==> src/rtl/fetch_stage_pkg.sv <==
// Shared constants and types for the instruction fetch stage.
// The optional predecode feature is controlled by FETCH_PREDECODE_JUMP_EN.
package fetch_stage_pkg;

    localparam logic [5:0] OP_RTYPE = 6'b000000;
    localparam logic [5:0] OP_LW    = 6'b100011;
    localparam logic [5:0] OP_SW    = 6'b101011;
    localparam logic [5:0] OP_ADDI  = 6'b001000;
    localparam logic [5:0] OP_BEQ   = 6'b000100;
    localparam logic [5:0] OP_J     = 6'b000010;

    localparam logic [31:0] NOP_INSTR = 32'h0000_0000;

    typedef enum logic [1:0] {
        IDLE = 2'd0,
        REQ  = 2'd1,
        HOLD = 2'd2,
        DROP = 2'd3
    } fetch_state_e;

    // J-format target: upper nibble of the sequential PC plus the word index
    function automatic logic [31:0] jump_target(input logic [3:0]  pc4_hi,
                                                input logic [25:0] index);
        return {pc4_hi, index, 2'b00};
    endfunction

endpackage

==> src/rtl/fetch_hold_buf.sv <==
// One-entry buffer parking a fetched instruction and its PC+4 while decode stalls.
module fetch_hold_buf
    import fetch_stage_pkg::*;
(
    input  logic        clk,
    input  logic        rst,
    input  logic        load,
    input  logic        clear,
    input  logic [31:0] instr_in,
    input  logic [31:0] pc4_in,
    output logic [31:0] instr,
    output logic [31:0] pc4,
    output logic        valid
);

    always_ff @(posedge clk or negedge rst) begin
        if (!rst) begin
            instr <= NOP_INSTR;
            pc4   <= 32'h0;
            valid <= 1'b0;
        end else if (clear) begin
            instr <= NOP_INSTR;
            pc4   <= 32'h0;
            valid <= 1'b0;
        end else if (load) begin
            instr <= instr_in;
            pc4   <= pc4_in;
            valid <= 1'b1;
        end
    end

endmodule

==> src/rtl/fetch_stage.sv <==
// Instruction fetch stage: one outstanding imem request, IF/ID register, redirects.
// Define FETCH_PREDECODE_JUMP_EN to resolve J instructions at fetch time.
module fetch_stage
    import fetch_stage_pkg::*;
#(
    parameter logic [31:0] RESET_PC    = 32'h0000_0000,
    parameter int          MEM_TIMEOUT = 16
) (
    input  logic        clk,
    input  logic        rst,
    input  logic        StallD,
    input  logic        PCSrcD,
    input  logic [31:0] PCBranchD,
    input  logic        JumpD,
    output logic        imem_req,
    output logic [31:0] imem_addr,
    input  logic [31:0] imem_rdata,
    input  logic        imem_valid,
    output logic [31:0] InstrD,
    output logic [31:0] PCPlus4D,
    output logic        ValidD,
    output logic [5:0]  Opcode,
    output logic [5:0]  Funct,
    output logic        FetchErr
);

    localparam int            CW  = $clog2(MEM_TIMEOUT + 1);
    localparam logic [CW-1:0] TMO = CW'(MEM_TIMEOUT);

    fetch_state_e  state, state_next;
    logic [31:0]   pcf, pcf_next, pcf_plus4;
    logic [CW-1:0] tmo_cnt;
    logic          if_load, if_bubble, hb_load, hb_clear, hb_valid;
    logic [31:0]   if_instr_in, if_pc4_in, hb_instr, hb_pc4;
    logic [31:0]   seq_resp, seq_hold, redirect_target;
    logic          jump_eff, redirect, counting;

    assign pcf_plus4 = pcf + 32'd4;
    assign imem_addr = pcf;
    assign Opcode    = InstrD[31:26];
    assign Funct     = InstrD[5:0];

`ifdef FETCH_PREDECODE_JUMP_EN
    // A J already steered by predecode must not be redirected again from decode
    logic predec_d;
    assign seq_resp = (imem_rdata[31:26] == OP_J) ?
                      jump_target(pcf_plus4[31:28], imem_rdata[25:0]) : pcf_plus4;
    assign seq_hold = (hb_instr[31:26] == OP_J) ?
                      jump_target(hb_pc4[31:28], hb_instr[25:0]) : hb_pc4;
    assign jump_eff = JumpD && !predec_d;

    always_ff @(posedge clk or negedge rst) begin
        if (!rst)           predec_d <= 1'b0;
        else if (if_bubble) predec_d <= 1'b0;
        else if (if_load)   predec_d <= (if_instr_in[31:26] == OP_J);
    end
`else
    assign seq_resp = pcf_plus4;
    assign seq_hold = hb_pc4;
    assign jump_eff = JumpD;
`endif

    assign redirect        = !StallD && (PCSrcD || jump_eff);
    assign redirect_target = PCSrcD ? PCBranchD : jump_target(PCPlus4D[31:28], InstrD[25:0]);
    assign counting        = (state == REQ) || (state == DROP);

    always_comb begin
        state_next  = state;
        pcf_next    = pcf;
        imem_req    = 1'b0;
        if_load     = 1'b0;
        if_bubble   = 1'b0;
        if_instr_in = imem_rdata;
        if_pc4_in   = pcf_plus4;
        hb_load     = 1'b0;
        hb_clear    = 1'b0;
        case (state)
            IDLE: state_next = REQ;
            REQ: begin
                imem_req = 1'b1;
                if (redirect) begin
                    // A response arriving with the redirect belongs to the old path
                    pcf_next   = redirect_target;
                    if_bubble  = 1'b1;
                    hb_clear   = 1'b1;
                    state_next = imem_valid ? REQ : DROP;
                end else if (imem_valid && StallD) begin
                    hb_load    = 1'b1;
                    state_next = HOLD;
                end else if (imem_valid) begin
                    if_load  = 1'b1;
                    pcf_next = seq_resp;
                end else if (!StallD) begin
                    if_bubble = 1'b1;
                end
            end
            HOLD: begin
                if (!StallD) begin
                    hb_clear   = 1'b1;
                    state_next = REQ;
                    if (redirect) begin
                        pcf_next  = redirect_target;
                        if_bubble = 1'b1;
                    end else if (hb_valid) begin
                        if_load     = 1'b1;
                        if_instr_in = hb_instr;
                        if_pc4_in   = hb_pc4;
                        pcf_next    = seq_hold;
                    end
                end
            end
            DROP: begin
                // Old request stays asserted until its response is swallowed
                imem_req = 1'b1;
                if (redirect) pcf_next = redirect_target;
                if (!StallD) if_bubble = 1'b1;
                if (imem_valid) state_next = REQ;
            end
            default: state_next = IDLE;
        endcase
    end

    always_ff @(posedge clk or negedge rst) begin
        if (!rst) begin
            state    <= IDLE;
            pcf      <= {RESET_PC[31:2], 2'b00};
            tmo_cnt  <= '0;
            FetchErr <= 1'b0;
        end else begin
            state <= state_next;
            pcf   <= {pcf_next[31:2], 2'b00};
            if (counting) begin
                if (imem_valid)      tmo_cnt <= '0;
                else if (tmo_cnt != TMO) tmo_cnt <= tmo_cnt + CW'(1);
            end
            if (counting && !imem_valid && (tmo_cnt + CW'(1) == TMO)) FetchErr <= 1'b1;
        end
    end

    always_ff @(posedge clk or negedge rst) begin
        if (!rst) begin
            InstrD   <= NOP_INSTR;
            PCPlus4D <= 32'h0;
            ValidD   <= 1'b0;
        end else if (if_bubble) begin
            InstrD <= NOP_INSTR;
            ValidD <= 1'b0;
        end else if (if_load) begin
            InstrD   <= if_instr_in;
            PCPlus4D <= if_pc4_in;
            ValidD   <= 1'b1;
        end
    end

    fetch_hold_buf u_hold_buf (
        .clk      (clk),
        .rst      (rst),
        .load     (hb_load),
        .clear    (hb_clear),
        .instr_in (imem_rdata),
        .pc4_in   (pcf_plus4),
        .instr    (hb_instr),
        .pc4      (hb_pc4),
        .valid    (hb_valid)
    );

endmodule

==> config.mk <==
export PLATFORM = sky130hd
export DESIGN_NAME = fetch_stage
export DESIGN_NICKNAME = d
export VERILOG_FILES = /design/src/rtl/fetch_stage_pkg.sv /design/src/rtl/fetch_hold_buf.sv /design/src/rtl/fetch_stage.sv
export SDC_FILE = /design/constraint.sdc
export NUM_CORES = 1
export LEC_CHECK = 0
export CORE_ASPECT_RATIO = 1.4
export CORE_MARGIN = 5
export CORE_UTILIZATION = 50
export CTS_BUF_LIST = sky130_fd_sc_hd__clkbuf_8 sky130_fd_sc_hd__clkbuf_16
export DETAILED_ROUTE_END_ITERATION = 7
export PLACE_DENSITY_LB_ADDON = 0.05
export SYNTH_ARGS = -nofsm -noshare
export SYNTH_HDL_FRONTEND = slang
export SYNTH_HIERARCHICAL = 1
export SYNTH_SLANG_ARGS = --single-unit
==> constraint.sdc <==
create_clock -name clk -period 2.5 [get_ports clk]
set_input_delay 0.5 -clock clk [delete_from_list [all_inputs] [get_ports clk]]
set_output_delay 0.5 -clock clk [all_outputs]
set_load 0.01 [all_outputs]
# --- Word level (Yosys, flattened, before mapping) ---
# Cells that the tools add are included.
totals:
  ff_bits: 168
  latch_bits: 0
  ram_bits: 0
  mem_bits_ro: 0
  input_bits: 70
  out_inout_bits: 111
  word_cells: 97
  mem_count: 0
classes:
  add_sub_neg: 2
  multipliers: 0
  div: 0
  n_lt_le_gt_ge: 0
  n_eq_ne: 12
  shift: 0
  n_mux: 54
  bitwise: 1
  n_reduce_logical: 18
op_table:
  columns: ["cell", "n"]
  rows:
  - ["32-bit two-way mux", 22]
  - ["32-bit case mux with 3 select lines", 1]
  - ["32-bit by 3-bit adder with 32-bit output (second input constant)", 1]
  - ["1-bit two-way mux", 20]
  - ["2-bit two-way mux", 5]
  - ["5-bit two-way mux", 2]
  - ["2-bit case mux with 4 select lines", 1]
  - ["2-bit inequality test (second input constant)", 3]
  - ["3-bit by 2-bit inequality test with 1-bit output (second input constant)", 2]
  - ["3-bit inequality test (second input constant)", 2]
  - ["6-bit AND reduction", 1]
  - ["2-bit nonzero test", 3]
  - ["5-bit by 1-bit adder with 5-bit output (second input constant)", 1]
  - ["5-bit equality test (second input constant)", 1]
  - ["5-bit inequality test (second input constant)", 1]
  - ["2-bit equality test (second input constant)", 2]
  - ["1-bit logical AND", 4]
  - ["1-bit case mux with 2 select lines", 2]
  - ["2-bit AND reduction", 2]
  - ["1-bit case mux with 3 select lines", 1]
  - ["3-bit AND reduction", 1]
  - ["3-bit nonzero test", 1]
  - ["2-bit by 1-bit equality test with 1-bit output (second input constant)", 1]
  - ["1-bit zero test", 2]
  - ["other kinds (4)", 5]

# --- Depth between registers and ports, before layout ---
# Gate-level depths: netlist of run 1.
depth:
  word_depth: 7
  depth_mapped: 10

# --- Modules after synthesis ---
# The synthesis of run 1 kept the hierarchy.
modules_own_cells:
  columns: ["module", "instances", "cells_each", "area_per_inst_um2", "seq_area_each_um2"]
  rows:
  - ["fetch_stage", 1, 754, 6462.4, 2577.5]
  - ["fetch_hold_buf", 1, 209, 2637.5, 1626.6]

# --- Worst setup path before layout of run 1 ---
# Ideal clock, no wire load.
synth_path:
  kind: "reg-to-reg"
  startpoint: "reg state[1]"
  endpoint: "reg pcf[19] (netlist: imem_addr[19])"
  setup_time_ns: 0.132
  arrival_ns: 2.120
  setup_slack_ns: 0.249
  stages_incl_launch_ff: 11
  period_less_slack_ns: 2.251
  path_cell_list: "dfrtp_1 inv_1 ha_1 clkbuf_1 nor2_1 inv_1 o21ai_1 buf_2 nor2_1 a221oi_1 o2bb2ai_1"
synth_via:
  elab_chain_cells: 3
  elab_cells_between_ends: 11
  classes_between: "8 x eq/ne; 1 x mux; 2 x reduce/logical"
synth_lines:
  columns: ["element", "line_no", "text"]
  rows:
  - ["from (decl)", "fetch_stage.sv:30", "fetch_state_e state, state_next;"]
  - ["from (signal assigned)", "fetch_stage.sv:130", "state <= state_next;"]
  - ["2-bit equality test or 2-bit by 1-bit equality test with 1-bit output (tied branches)", "fetch_stage.sv:77", "case (state)"]
  - ["3-bit by 2-bit inequality test with 1-bit output (no source line), or another cell as far along", null, null]
  - ["6-bit AND reduction (no source line)", null, null]
  - ["to (signal assigned)", "fetch_stage.sv:126", "pcf <= {RESET_PC[31:2], 2'b00};"]
  - ["to (signal assigned)", "fetch_stage.sv:131", "pcf <= {pcf_next[31:2], 2'b00};"]
  - ["to (decl)", "fetch_stage.sv:31", "logic [31:0] pcf, pcf_next, pcf_plus4;"]
# Parallel ways exist; a longest one is shown, timed or not.
# A chain may end at the register's enable or synchronous reset.

# --- Worst setup path in the final report of run 1 ---
layout_path:
  startpoint: "reg pcf[5] (netlist: imem_addr[5])"
  endpoint: "reg PCPlus4D[29]"
layout_via:
  elab_chain_cells: 5
layout_lines:
  columns: ["element", "line_no", "text"]
  rows:
  - ["32-bit by 3-bit adder with 32-bit output (*)", "fetch_stage.sv:38", "assign pcf_plus4 = pcf + 32'd4;"]
  - ["net pcf_plus4[29]", "fetch_stage.sv:31", null]
  - ["32-bit two-way mux", "fetch_stage.sv:104", "end else if (hb_valid) begin"]
  - ["32-bit two-way mux", "fetch_stage.sv:101", "if (redirect) begin"]
  - ["32-bit two-way mux", "fetch_stage.sv:98", "if (!StallD) begin"]
  - ["32-bit two-way mux (*)", "fetch_stage.sv:77", null]
  - ["to (signal assigned)", "fetch_stage.sv:150", "PCPlus4D <= if_pc4_in;"]
  - ["to (decl)", "fetch_stage.sv:20", "output logic [31:0] PCPlus4D,"]
# Mark *: on every way through the listed nets, which the timed path passes. The rest lies on a longest branch.

==> flow_summary.json, run 1 <==
{
  "cp_top_family": "simple AND/OR/NAND/NOR gates",
  "status": "finished, final reports clean",
  "dpl_worst_slack_ps": -64.59,
  "sw_frac_of_total": 0.3768,
  "post-cts-setup-buffers": 0,
  "p_seq_frac": 0.359,
  "synth_cell_type_count": 61,
  "ys_seq_area_frac": 0.4620,
  "min_period_ps": 2339,
  "p_clk_frac": 0.203,
  "peakVddDrop_mv": 0.6646,
  "finalSetupViolations": 0,
  "reg2reg_slack_ps": 160,
  "async_flop_share": 1.000,
  "htreeDepth": 4,
  "syn_inst": 963,
  "internal_power_w": 0.007834,
  "r2r_start": "imem_addr[5]",
  "dpl_cell_area_um2": 11430,
  "drt_iter0_drc": 729,
  "p_sw_w": 0.004736,
  "holdCritStartpoint": "PCPlus4D[1]",
  "multi_input_area_um2": 4370,
  "coreArea_um2": 17920,
  "grt_pass1_vias": 7791,
  "fin_crit_sh": 0.9354,
  "crit_arrival_ps": 2650,
  "grt_max_degree": 66,
  "antenna_found_initial": 1,
  "cp_data_required_time_ps": 2810,
  "maxSlewHeadroom": 0.6200,
  "yosysWarnings": 6,
  "timing.final.ws_setup_ps": 161.4,
  "firstDrtPassIters": 5,
  "viasPerCell": 5.662,
  "final_cell_mix": "clkdlybuf4s50_1 (173), dfrtp_1 (168), nor2_1 (143), nand2_1 (122), mux2i_1 (87)",
  "synth-seq-cells": 168,
  "seqCellArea_um2": 4204,
  "fillers": 1509,
  "critPathLaunchType": "register",
  "mostFrequentLayoutCell": "clkdlybuf4s50_1",
  "dpl.hpwl_mm": 18.32,
  "maxCapViolCount": 0,
  "hold_depth": 2,
  "path_cells": "and4_1, nand4_1, buf_4, nor4_1, xor2_1, a221o_1",
  "regToRegEndpoint": "PCPlus4D[29]",
  "stdcell_count": 1393,
  "worstMarginPinSlew_ps": 564.7,
  "nNetsFinal": 1219,
  "synth.cell_area_um2": 9100,
  "die-area_um2": 21040,
  "slew_violations": 0,
  "clk_latency_ps": 420,
  "drtAntennaViolNets": 0,
  "cts.reportedPaths.clkPinSlew_ps": 70,
  "clkSinkCount": 168,
  "io_pins": 181,
  "finalHoldViolations": 0,
  "rsz0062_at_grt": "false",
  "crit_slowest_cell": "nor4_1",
  "worstPathMaxFanout": 11,
  "pwr-share-comb": 0.437,
  "vias": 7887,
  "reg2regPathDepth": 6,
  "max_freq_ghz": 0.4276,
  "whs_endpoint": "PCPlus4D[1]",
  "cts_made_buffers": 17,
  "track_usage": 0.2548,
  "row_count": 58,
  "max_stage_delay_ps": 440,
  "critPathKind": "register to register",
  "design_area_um2": 12010,
  "synth-edff-count": 0,
  "dp_cells": 1361,
  "grt_pass1_wl_mm": 41.95,
  "cts_tree": "built",
  "end_kind": "register",
  "syn_to_final_growth_pct": 32.01,
  "synthFlopType": "dfrtp_1",
  "postSynthAreaPerCell_um2": 9.450,
  "start_util": 0.5077,
  "die_height_um": 169.6,
  "leakage_nw": 5.260,
  "antenna_cells": 0,
  "power_density_nw_per_um2": 1046,
  "grt-ovfl-total": 0,
  "cts_root_buf": "clkbuf_16",
  "layout-drive-gt1-share": 0.1136,
  "drt_wl_total_mm": 26.31,
  "final_util": 0.6702,
  "drc": 0,
  "clock_path_buffers": 2,
  "portBuffers": 176,
  "critical_path_buf_inv_count": 1,
  "hold_path_class": "register to register",
  "routedWlPerCell_um": 18.89,
  "die_w_um": 124.0,
  "fin_worst_skew_ps": 10.28,
  "gp_congestion": 0.8803
}
cells in the mapped netlist, types with 7 or more instances:
| cell | instances | area [µm²] |
|---|---|---|
| and3_1 | 8 | 50.05 |
| mux2i_1 | 87 | 870.8 |
| o21ai_0 | 55 | 275.3 |
| a21oi_1 | 16 | 80.08 |
| xor2_1 | 12 | 105.1 |
| buf_2 | 17 | 85.08 |
| ha_1 | 8 | 100.1 |
| dfrtp_1 | 168 | 4204 |
| o211ai_1 | 8 | 60.06 |
| a222oi_1 | 7 | 70.07 |
| buf_4 | 16 | 120.1 |
| nand2_1 | 122 | 457.9 |
| a221oi_1 | 7 | 61.31 |
| clkbuf_1 | 46 | 172.7 |
| nand4_1 | 8 | 50.05 |
| mux2_2 | 14 | 157.7 |
| xnor2_1 | 16 | 140.1 |
| nand3_1 | 23 | 115.1 |
| nor2_1 | 145 | 544.3 |
| inv_1 | 24 | 90.09 |
| a311oi_1 | 34 | 297.8 |
| o22ai_1 | 7 | 43.79 |
| o2bb2ai_1 | 21 | 183.9 |
per-stage QoR:
| step | total power [W] | hold WS (ps) | TNS [ps] |
|---|---|---|---|
| after floorplan | 0.007364 | 204.4 | 0 |
| after global placement | 0.009906 | 421.9 | 0 |
| after detailed placement | 0.01003 | 422.6 | -246.6 |
| after CTS | 0.01264 | 482.6 | 0 |
| after global routing | 0.01337 | 492.8 | 0 |
| final | 0.01257 | 470.9 | 0 |
repair_timing:
item,CTS,global route
hold endpoints to repair,32,0
resized for setup,2,1
pin swaps,0,0
hold buffers,1,0
endpoints found under the setup margin,1,1
metal layers:
metal | wire [µm] | part of all wire | track usage | vias up
met1 | 11150 | 0.42 | 0.3466 | 3837
met4 | 596 | 0.023 | 0.08437 | 2
met5 | 13 | 0.00049 | 0 | -
met3 | 1569 | 0.060 | 0.04568 | 42
met2 | 12980 | 0.49 | 0.4121 | 255
li1 | - | - | - | 3751
sequential cells by signal, indices dropped and copies added (netlist names):
name	flops
u_hold_buf/instr	32
PCPlus4D	32
state	2
imem_addr	30
tmo_cnt	5
ValidD	1
u_hold_buf/valid	1
u_hold_buf/pc4	32
InstrD	32
FetchErr	1
layout make-up:
| class | count | share of cell area |
|---|---|---|
| clock buffer | 17 | 0.03541 |
| multi-input combinational | 684 | 0.3638 |
| clock inverter | 14 | 0.01114 |
| tap | 240 | 0.02500 |
| inverter | 24 | 0.007499 |
| timing repair buffer | 246 | 0.2072 |
| sequential | 168 | 0.3500 |
power by group through the flow:
stage	combinational, W	clock [W]	sequential [W]
after floorplan	0.00270	0	0.00467
after global routing	0.00600	0.00270	0.00466
after CTS	0.00553	0.00260	0.00452
after detailed placement	0.00548	0	0.00455
after global placement	0.00539	0	0.00452
final	0.00550	0.00256	0.00452
how the worst max path moves through the flow:
stage / start / to / slack, ps / depth (start not counted)
3_3_place_gp: JumpD / PCPlus4D[30] / 6 / 6
5_1_grt: state[0] / PCPlus4D[31] / 50 / 6
6_report: imem_addr[5] / PCPlus4D[29] / 160 / 6
4_1_cts: state[1] / imem_req / 30 / 5
3_5_place_dp: JumpD / PCPlus4D[31] / -60 / 6
2_1_floorplan: state[1] / imem_addr[19] / 250 / 10
worst reg2reg max path, stage by stage (launching register included):
cell and delay, ps:
dfrtp_1 340, and4_1 370, nand4_1 290, buf_4 270
nor4_1 440, xor2_1 170, a221o_1 350
logic make-up after synthesis:
group	after synthesis	synth area share
DFF	168	0.4620
muxes	101	0.1130
AOI/OAI and AO/OA	198	0.1581
xor gates and xnor gates	28	0.02695
and+or+nand+nor	345	0.1653
other	1	0.0004121
buffers and inverters	114	0.06325
adders and majority gates	8	0.01100
No activity file was read; power rests on OpenSTA's default activity.
==> inputs of run 2 (changes only) <==
--- a/config.mk
+++ b/config.mk
@@ -6,7 +6,7 @@
 export NUM_CORES = 1
 export LEC_CHECK = 0
 export CORE_ASPECT_RATIO = 1.4
-export CORE_MARGIN = 5
+export CORE_MARGIN = 8
 export CORE_UTILIZATION = 50
 export CTS_BUF_LIST = sky130_fd_sc_hd__clkbuf_8 sky130_fd_sc_hd__clkbuf_16
 export DETAILED_ROUTE_END_ITERATION = 7
==> run 2 against run 1 <==
Compared with the run above:
- sequential share of layout area down 0.25 points
- non-clock buffer count grew 9
- utilization up 0.48 points
- fmax down 0.32%
- sequential power is 1% lower
- largest cell class unchanged
- clock skew decreased by 0.78 ps
- combinational power up 3%
- flip-flop and latch count stayed put
- highest routed layer unchanged
- register-to-register slack gained 20 ps
- clock-buffer cell count unchanged
- via count shrank 0.27%
- clock power is 7% higher
==> flow_summary.json, run 2 (synthesis results as in run 1) <==
{
  "status": "finished, final reports clean",
  "maxCapViolCount": 0,
  "leakage_nw": 5.294,
  "post-cts-setup-buffers": 0,
  "viasPerCell": 5.607,
  "nNetsFinal": 1228,
  "clkSinkCount": 168,
  "layout-drive-gt1-share": 0.1230,
  "cts_made_buffers": 17,
  "clk_latency_ps": 430,
  "grt_pass1_wl_mm": 43.41,
  "row_count": 58,
  "end_kind": "output pin",
  "cts_tree": "built",
  "grt_max_degree": 60,
  "grt_pass1_vias": 8038,
  "mostFrequentLayoutCell": "clkdlybuf4s50_1",
  "firstDrtPassIters": 5,
  "grt.busiest_layer": "met2",
  "finalHoldViolations": 0,
  "worstMarginPinSlew_ps": 610.9,
  "drt_wl_total_mm": 27.10,
  "final_cell_mix": "clkdlybuf4s50_1 (173), dfrtp_1 (168), nor2_1 (143), nand2_1 (122), mux2i_1 (87)",
  "met2_usage": 0.4083,
  "drtAntennaViolNets": 0,
  "start_util": 0.5077,
  "drt_iter0_drc": 721,
  "use_met3": 0.05979,
  "htreeDepth": 4,
  "drc": 0,
  "rsz0062_at_grt": "false",
  "dpl.hpwl_mm": 19.14,
  "syn_to_final_growth_pct": 32.96,
  "power_density_nw_per_um2": 1062,
  "hold_path_class": "input port to asynchronous set/reset pin",
  "worstPathMaxFanout": 5,
  "clock_path_buffers": 2,
  "track_usage": 0.2433,
  "vias": 7866,
  "critPathLaunchType": "register",
  "stdcell_count": 1403,
  "fin_crit_sh": 0.9385,
  "portBuffers": 176,
  "io_pins": 181,
  "die-area_um2": 22830,
  "antenna_found_initial": 1,
  "critPathKind": "register to output pin",
  "met1_usage": 0.3070,
  "fin_worst_skew_ps": 9.504,
  "slew_violations": 0,
  "cts_root_buf": "clkbuf_16",
  "coreArea_um2": 17920,
  "cp_data_required_time_ps": 2000,
  "max_freq_ghz": 0.4262,
  "finalSetupViolations": 0,
  "hold_ws_ps": 62.54,
  "dp_cells": 1371,
  "die_height_um": 175.6,
  "grt-ovfl-total": 0,
  "maxSlewHeadroom": 0.5928,
  "routedWlPerCell_um": 19.32,
  "crit_arrival_ps": 1850,
  "cts.reportedPaths.clkPinSlew_ps": 70,
  "die_w_um": 130.0,
  "antenna_cells": 0,
  "final_util": 0.6750,
  "peakVddDrop_mv": 0.4836,
  "gp_congestion": 0.8627,
  "min_period_ps": 2346
}
==> run 2: what timing repair did <==
action                                  CTS  global route
endpoints found under the setup margin    1             1
gates cloned                              0             0
hold buffers                              0             0
pin swaps                                 0             0
gates resized for setup                   3             1
==> run 2: path summary, 6_finish.rpt <==
path	depth (start not counted)	from	slack [ps]	endpoint
setup / recovery	5	state[1]	150	imem_req
setup reg to reg	6	imem_addr[8]	180	PCPlus4D[29]
min in group clk	2	PCPlus4D[11]	480	PCPlus4D[11]
max in group asynchronous	2	rst	1770	u_hold_buf/pc4[29]
hold / removal	1	rst	60	PCPlus4D[8]
hold reg to reg	2	PCPlus4D[11]	480	PCPlus4D[11]
==> run 2: area by class of cell <==
class                      count  area [µm²]
multi-input combinational    684        4377
tap                          240       300.3
clock buffer                  17       425.4
inverter                      24       90.09
sequential                   168        4204
fill                        1485        5826
timing repair buffer         255        2525
clock inverter                15       177.7
==> run 2: per-layer routing <==
metal  routed length [µm]  up-vias
li1                     -     3771
met1                11360     3832
met2                13600      235
met3                 1763       26
met4                  362        2
met5                   13        -
==> run 2: worst max-delay path: stages, from the launching register on <==
cell and delay (ps):
dfrtp_1 420, inv_1 80, ha_1 240, nor2_4 200, inv_1 150, dlygate4sd2_1 330
==> run 2: stage by stage <==
step                setup TNS (ps)  worst slack (ps)  power, W  cell area (µm²)
floorplan                        0             248.6  0.007364             9111
global placement            -10.86            -5.293   0.01001            11480
detailed placement          -195.0            -54.95   0.01015            11480
CTS                              0             165.0   0.01294            12090
global route                     0             56.91   0.01365            12100
finish                           0             153.9   0.01285            12100
==> run 2: where the power goes <==
part,total [W],leakage [nW],internal (W),switching [W]
registers,0.00447,2.27,0.00370,0.000761
logic,0.00565,2.74,0.00274,0.00291
clock network,0.00274,0.286,0.00158,0.00116
total,0.0129,5.29,0.00802,0.00483
